## config.mk

```make
export PLATFORM = sky130hd
export DESIGN_NAME = light_stand_ctrl
export DESIGN_NICKNAME = d
export VERILOG_FILES = /design/src/rtl/light_stand_pkg.sv /design/src/rtl/btn_debouncer.sv /design/src/rtl/light_stand_ctrl.sv
export SDC_FILE = /design/constraint.sdc
export NUM_CORES = 1
export LEC_CHECK = 0
export ABC_AREA = 1
export CAP_MARGIN = 40
export CORE_MARGIN = 4
export CORE_UTILIZATION = 30
export CTS_BUF_LIST = sky130_fd_sc_hd__clkbuf_4 sky130_fd_sc_hd__clkbuf_8 sky130_fd_sc_hd__clkbuf_16
export DETAILED_ROUTE_END_ITERATION = 8
export DONT_BUFFER_PORTS = 1
export HOLD_SLACK_MARGIN = 0.08
export PLACE_DENSITY_LB_ADDON = 0.08
export SKIP_CTS_REPAIR_TIMING = 1
export SYNTH_ARGS = -nofsm -noshare
export SYNTH_HDL_FRONTEND = slang
export SYNTH_SLANG_ARGS = --single-unit
```

## constraint.sdc

```tcl
create_clock -name i_clk -period 2.8 [get_ports i_clk]
set_input_delay 0.28 -clock i_clk [delete_from_list [all_inputs] [get_ports i_clk]]
set_output_delay 0.28 -clock i_clk [all_outputs]
set_load 0.02 [all_outputs]
```

## src/rtl/light_stand_pkg.sv

```systemverilog
// rtl/light_stand_pkg.sv - brightness state type and FSM step function for the light stand
package light_stand_pkg;

    typedef enum logic [1:0] {
        ST_OFF  = 2'd0,
        ST_LOW  = 2'd1,
        ST_MID  = 2'd2,
        ST_HIGH = 2'd3
    } state_t;

    function automatic state_t next_state(input state_t s);
        case (s)
            ST_OFF:  return ST_LOW;
            ST_LOW:  return ST_MID;
            ST_MID:  return ST_HIGH;
            default: return ST_OFF;
        endcase
    endfunction

endpackage

```

## src/rtl/btn_debouncer.sv

```systemverilog
// rtl/btn_debouncer.sv - tick-sampled button debouncer with registered rising-level pulse
module btn_debouncer #(
    parameter int DEBOUNCE_TICKS = 4
) (
    input  logic i_clk,
    input  logic i_reset,
    input  logic i_tick,
    input  logic i_btn_sync,
    output logic o_level,
    output logic o_rise
);

    localparam int CW = $clog2(DEBOUNCE_TICKS + 1);

    logic [CW-1:0] cnt;
    logic          level_d;

    always_ff @(posedge i_clk or posedge i_reset) begin
        if (i_reset) begin
            cnt     <= '0;
            o_level <= 1'b0;
            level_d <= 1'b0;
            o_rise  <= 1'b0;
        end else begin
            level_d <= o_level;
            o_rise  <= o_level & ~level_d;
            if (i_tick) begin
                if (i_btn_sync == o_level) begin
                    cnt <= '0;
                end else if (cnt == CW'(DEBOUNCE_TICKS - 1)) begin
                    // this differing sample is the DEBOUNCE_TICKS-th in a row
                    o_level <= ~o_level;
                    cnt     <= '0;
                end else begin
                    cnt <= cnt + 1'b1;
                end
            end
        end
    end

endmodule

```

## src/rtl/light_stand_ctrl.sv

```systemverilog
// rtl/light_stand_ctrl.sv - light stand brightness sequencer with PWM LED drive; optional LIGHT_STAND_AUTO_OFF_EN auto-off timer
module light_stand_ctrl
    import light_stand_pkg::*;
#(
    parameter int DEBOUNCE_TICKS = 4,
    parameter int PWM_W          = 8,
    parameter int DUTY_LOW       = 64,
    parameter int DUTY_MID       = 160
`ifdef LIGHT_STAND_AUTO_OFF_EN
    ,
    parameter int AUTO_OFF_TICKS = 1000
`endif
) (
    input  logic       i_clk,
    input  logic       i_reset,
    input  logic       i_div_clk,
    input  logic       i_btn,
    output logic       o_led,
    output logic [1:0] o_state,
    output logic       o_press
);

    localparam int PW1 = PWM_W + 1;
    localparam logic [PWM_W:0] DUTY_L = PW1'(DUTY_LOW);
    localparam logic [PWM_W:0] DUTY_M = PW1'(DUTY_MID);
    localparam logic [PWM_W:0] DUTY_H = {1'b1, {PWM_W{1'b0}}};

    logic             div_s1, div_s2, div_s3, tick;
    logic             btn_s1, btn_s2;
    logic             unused_level;
    logic [PWM_W-1:0] pwm_cnt;
    logic [PWM_W:0]   duty;
    state_t           state;

    // i_div_clk is only ever sampled as data; tick is a registered rising edge
    always_ff @(posedge i_clk or posedge i_reset) begin
        if (i_reset) begin
            div_s1 <= 1'b0;
            div_s2 <= 1'b0;
            div_s3 <= 1'b0;
            tick   <= 1'b0;
            btn_s1 <= 1'b0;
            btn_s2 <= 1'b0;
        end else begin
            div_s1 <= i_div_clk;
            div_s2 <= div_s1;
            div_s3 <= div_s2;
            tick   <= div_s2 & ~div_s3;
            btn_s1 <= i_btn;
            btn_s2 <= btn_s1;
        end
    end

    btn_debouncer #(
        .DEBOUNCE_TICKS(DEBOUNCE_TICKS)
    ) u_debouncer (
        .i_clk     (i_clk),
        .i_reset   (i_reset),
        .i_tick    (tick),
        .i_btn_sync(btn_s2),
        .o_level   (unused_level),
        .o_rise    (o_press)
    );

`ifdef LIGHT_STAND_AUTO_OFF_EN
    localparam int TW = $clog2(AUTO_OFF_TICKS + 1);
    logic [TW-1:0] timer;

    // a press in the expiry cycle wins over the timeout
    always_ff @(posedge i_clk or posedge i_reset) begin
        if (i_reset) begin
            state <= ST_OFF;
            timer <= '0;
        end else if (o_press) begin
            state <= next_state(state);
            timer <= '0;
        end else if (state == ST_OFF) begin
            timer <= '0;
        end else if (tick) begin
            if (timer == TW'(AUTO_OFF_TICKS - 1)) begin
                state <= ST_OFF;
                timer <= '0;
            end else begin
                timer <= timer + 1'b1;
            end
        end
    end
`else
    always_ff @(posedge i_clk or posedge i_reset) begin
        if (i_reset) begin
            state <= ST_OFF;
        end else if (o_press) begin
            state <= next_state(state);
        end
    end
`endif

    always_comb begin
        duty = '0;
        case (state)
            ST_OFF:  duty = '0;
            ST_LOW:  duty = DUTY_L;
            ST_MID:  duty = DUTY_M;
            default: duty = DUTY_H;
        endcase
    end

    // one extra compare bit lets HIGH (2**PWM_W) hold the LED on permanently
    always_ff @(posedge i_clk or posedge i_reset) begin
        if (i_reset) begin
            pwm_cnt <= '0;
            o_led   <= 1'b0;
        end else begin
            pwm_cnt <= pwm_cnt + 1'b1;
            o_led   <= ({1'b0, pwm_cnt} < duty);
        end
    end

    assign o_state = state;

endmodule
```

Word-level counts from Yosys, hierarchy flattened
Cells that the tools add are included.
{"block": "word_totals", "ff_bits": 23, "inputBits": 4, "output_inout_bits": 4, "wordCells": 32}
{"block": "classes", "addsub": 2, "magnitude_cmp": 1, "eq_ne": 4, "mux": 4, "n_bitwise": 6, "reduce_logical": 2}
{"cell": "one-hot mux 9 bit (3 select lines)", "count": 1}
{"cell": "less-than comparator 8 x 9 -> 1 bit", "count": 1}
{"cell": "adder 8 x 1 -> 8 bit, second input constant", "count": 1}
{"cell": "two-way mux 3 bit", "count": 2}
{"cell": "one-hot mux 2 bit (3 select lines)", "count": 1}
{"cell": "NOT 1 bit", "count": 4}
{"cell": "adder 3 x 1 -> 3 bit, second input constant", "count": 1}
{"cell": "== test 3 x 2 -> 1 bit, second input constant", "count": 1}
{"cell": "AND reduction 3 bit", "count": 1}
{"cell": "bitwise AND 1 bit", "count": 2}
{"cell": "== test 2 x 1 -> 1 bit, second input constant", "count": 1}
{"cell": "== test 2 bit, second input constant", "count": 1}
{"cell": "zero test 2 bit", "count": 1}
{"cell": "== test 1 bit", "count": 1}

Logic depth before layout (Yosys ltp)
{"block": "depth", "depth_word": 3, "depth_mapped": 7, "ltp_nobuf": 7}

Modules after synthesis
From an unflattened synthesis, not the netlist that was laid out.
{"block": "hier_totals", "cells_unflattened": 102, "hier_area_um2": 1006.0}
{"mod": "light_stand_ctrl", "instances": 1, "cells_per_inst": 72, "area_per_inst_um2": 744.5, "seq_area_each_um2": 425.4}
{"mod": "btn_debouncer", "instances": 1, "cells_per_inst": 30, "area_per_inst_um2": 261.5, "seq_area_each_um2": 150.1}

Worst setup path after synthesis
No wires, ideal clock.
{"block": "synth_path", "kind": "register to register", "startpoint": "register state[0] (netlist: o_state[0])", "endpoint": "register o_led", "setup_ns": 0.077, "arrival_time_ns": 1.258, "required_time_ns": 2.723, "slack_ns": 1.464, "path_stages_with_launch": 8, "path_buffers": 0, "period_less_slack_ns": 1.336, "path_cell_list": "dfrtp_1 -> inv_1 -> ha_1 -> inv_1 -> ha_1 -> inv_1 -> nor2_1 -> a21oi_1"}
{"block": "synth_between", "elab_chain_cells": 3, "elab_cells_between_ends": 5, "cone_classes": "1 x order compare; 2 x eq/ne; 1 x mux; 1 x reduce/logical"}
{"item": "from (decl)", "line": "light_stand_ctrl.sv:33", "text": "state_t state;"}
{"item": "from (signal assigned)", "line": "light_stand_ctrl.sv:93", "text": "state <= next_state(state);"}
{"item": "== test 2 bit (tied with other cells)", "line": "light_stand_ctrl.sv:100", "text": "case (state)"}
{"item": "one-hot mux 9 bit (3 select lines) *", "line": "light_stand_ctrl.sv:100"}
{"item": "less-than comparator 8 x 9 -> 1 bit *", "line": "light_stand_ctrl.sv:115", "text": "o_led <= ({1'b0, pwm_cnt} < duty);"}
{"item": "to (signal assigned)", "line": "light_stand_ctrl.sv:115"}
{"item": "to (decl)", "line": "light_stand_ctrl.sv:18", "text": "output logic o_led,"}
Mark *: on every way between the ends. The rest lies on a longest branch, timed or not.
A chain may end at the register's enable or synchronous reset.

Worst setup path after layout
Same ends and word-level chain as after synthesis.

==> metrics <==
status complete, no violations; worst-skew pair later-pin latency 0.30 ns; most common cell after layout, fill and taps aside nand2_1; CTS tree built; Core Area 3153 um2; Worst Hold Class flip-flop to flip-flop; Global Route Usage Sum 8.301%; GRT Residual Overflow 0; # clock sinks 23; Setup TNS Final 0 ns; H-tree levels 1; sw power 269.7 uW; initial antenna violation count 0; nets@finish 130; Setup-failing EPs final 0; wirelength, routed 1483 um; die area 4382 um2; CP delay by family, top flip-flops; DR iter-0 viols 20; # diodes 0; Initial Util 32.22%; Clk pwr share 18.9%; Max VDD drop 0.3478 mV; drt via density 4.163; Final Max Slew Viols 0; Slew @ Worst Pin 0.4585 ns; DPL Wire Length 1163 um; GR Layer Usage met1 10.78%; sw frac 34.62%; clock tree buffer depth 2; most used cell along the critical path inv_1; Num CTS Buffers 3; IO buf count 0; wire length per cell 9.269 um; largest net degree at the start of global routing 14; startpoint types flip-flop; first drt pass iteration count 4; P&R area growth vs syn 12.56%; most frequent cells in the layout nand2_1 (29), dfrtp_1 (23), inv_1 (19); Worst Path Buf+Inv 3; Mapped Nets 121; crit path max fanout 4; Reg clk slew, reported paths 0.12 ns; GR peak layer met2; grt met3 use 4.422%; Post-route DRC 0; fin crit period 1.478 ns; vias in the first global route 630; fin crit share 52.78%; Worst Skew 0.004318 ns; Die Y 66.20 um; Reg power frac 59.9%; Worst Path Required 3.04 ns; DR vias 666; combinational power share 21.2%; slowest cell delay on critical path 0.54 ns; RSZ-0062 raised after global routing no; synthesis-stage register bit count 23; Avg Synthesized Cell Area 9.407 um2; root buf cell clkbuf_4; YS warnings 0; first-pass GRT wire length 2718 um; Highest Clock Rate 676.6 MHz; mapped cell area 1016 um2; synth unique cells 12; ordered list of cells on the worst path inv_1 -> ha_1 -> inv_1 -> ha_1 -> inv_1 -> nor2_1 -> a21oi_1; max-cap violation count 0; Die Span X 66.20 um; power per cell area 681.2 nW/um2; Seq/Total Area, Yosys 56.65%; GP Congestion 0.7775; Top Ports 8; Internal 509.4 uW; Crit-path slowest cell dfrtp_1; critical path arrival 1.72 ns; ANT nets after route 0; Lkg Pwr 0.6185 nW; Mapped Cells 108; share of cells above drive strength 1 5.172%; Slew Limit Headroom 69.40%; CP Capture Type flip-flop; final hold violations 0; met2 Use GR 11.52%; Pwr Total 779.1 uW; crit path kind flip-flop to flip-flop; row count 20
==> stage by stage <==
| stage | instance area (um2) | setup WS (ns) | util (%) | instances | hold WS [ns] |
|---|---|---|---|---|---|
| CTS | 1114 | 1.297 | 35.32 | 157 | -0.1370 |
| global route | 1144 | 1.228 | 36.27 | 160 | 0.3855 |
| global placement | 1071 | 1.333 | 33.97 | 152 | 0.3115 |
| finish | 1144 | 1.322 | 36.27 | 160 | 0.3673 |
| detailed placement | 1086 | 1.330 | 34.44 | 153 | 0.2141 |
| floorplan | 1016 | 1.464 | - | 108 | 0.2819 |
==> routing by layer <==
| layer | routed length (um) | share of wire (%) |
|---|---|---|
| met5 | 0 | 0 |
| met4 | 19 | 1.3 |
| met3 | 88 | 5.9 |
| met2 | 614 | 41 |
| met1 | 759 | 51 |
==> final timing paths <==
check | slack, ns | startpoint | depth (start not counted) | endpoint
setup / recovery | 1.32 | o_state[0] | 7 | o_led
hold / removal | 0.37 | div_s1 | 0 | div_s2
setup reg to reg | 1.32 | o_state[0] | 7 | o_led
hold reg to reg | 0.37 | div_s1 | 0 | div_s2
max in group asynchronous | 1.96 | i_reset | 3 | btn_s2
min in group asynchronous | 0.40 | i_reset | 2 | pwm_cnt[7]
==> power by group through the flow <==
stage / clock network [mW] / logic [mW] / registers [mW]
3_3_place_gp: 0 / 0.156 / 0.474
4_1_cts: 0.161 / 0.167 / 0.469
6_report: 0.147 / 0.165 / 0.467
2_1_floorplan: 0 / 0.129 / 0.464
5_1_grt: 0.173 / 0.204 / 0.477
3_5_place_dp: 0 / 0.165 / 0.477
==> worst reg2reg max path, delay by kind of cell (launching register included) <==
family,cells,cell delay [ns]
buffers and inverters,3,0.27
adder cells (fa/ha/maj),2,0.45
AND/OR/NAND/NOR,1,0.04
flip-flops,1,0.54
AO/OA/AOI/OAI,1,0.13
==> cells by family (layout without fill, tap and decap cells) <==
logic type / Yosys count / after routing / share of synthesized area, %
flip-flops: 23 / 23 / 56.65
adder cells (fa/ha/maj): 9 / 9 / 11.08
buffers and inverters: 19 / 27 / 7.020
XOR/XNOR: 3 / 3 / 2.587
AND/OR/NAND/NOR: 49 / 49 / 20.20
AO/OA/AOI/OAI: 5 / 5 / 2.463
==> layout make-up <==
type,instances,area (um2)
clock buffers,3,22.52
clock inverters,1,5.005
well taps,44,55.05
flip-flops and latches,23,575.6
inverters,19,71.32
fillers,348,2009
multi-input cells,66,369.1
repair buffers,4,45.04
==> synthesized netlist by cell type <==
cell / instances / share of area, %
a21oi_1: 1 / 0.49
dfrtp_1: 23 / 57
ha_1: 9 / 11
inv_1: 19 / 7.0
nand2_1: 29 / 11
nand3_1: 4 / 2.0
nand3b_1: 3 / 2.2
nand4_1: 1 / 0.62
nor2_1: 11 / 4.1
nor2_2: 1 / 0.62
o21ai_0: 4 / 2.0
xor2_1: 3 / 2.6
==> registers in the layout, summed over array words and instances (netlist names) <==
signal and cells:
o_state 2, u_debouncer.o_rise 1, pwm_cnt 8, u_debouncer.cnt 3, div_s1 1, u_debouncer.o_level 1, tick 1, u_debouncer.level_d 1
btn_s2 1, btn_s1 1, o_led 1, div_s2 1, div_s3 1
(Power assumes the default switching activity.)
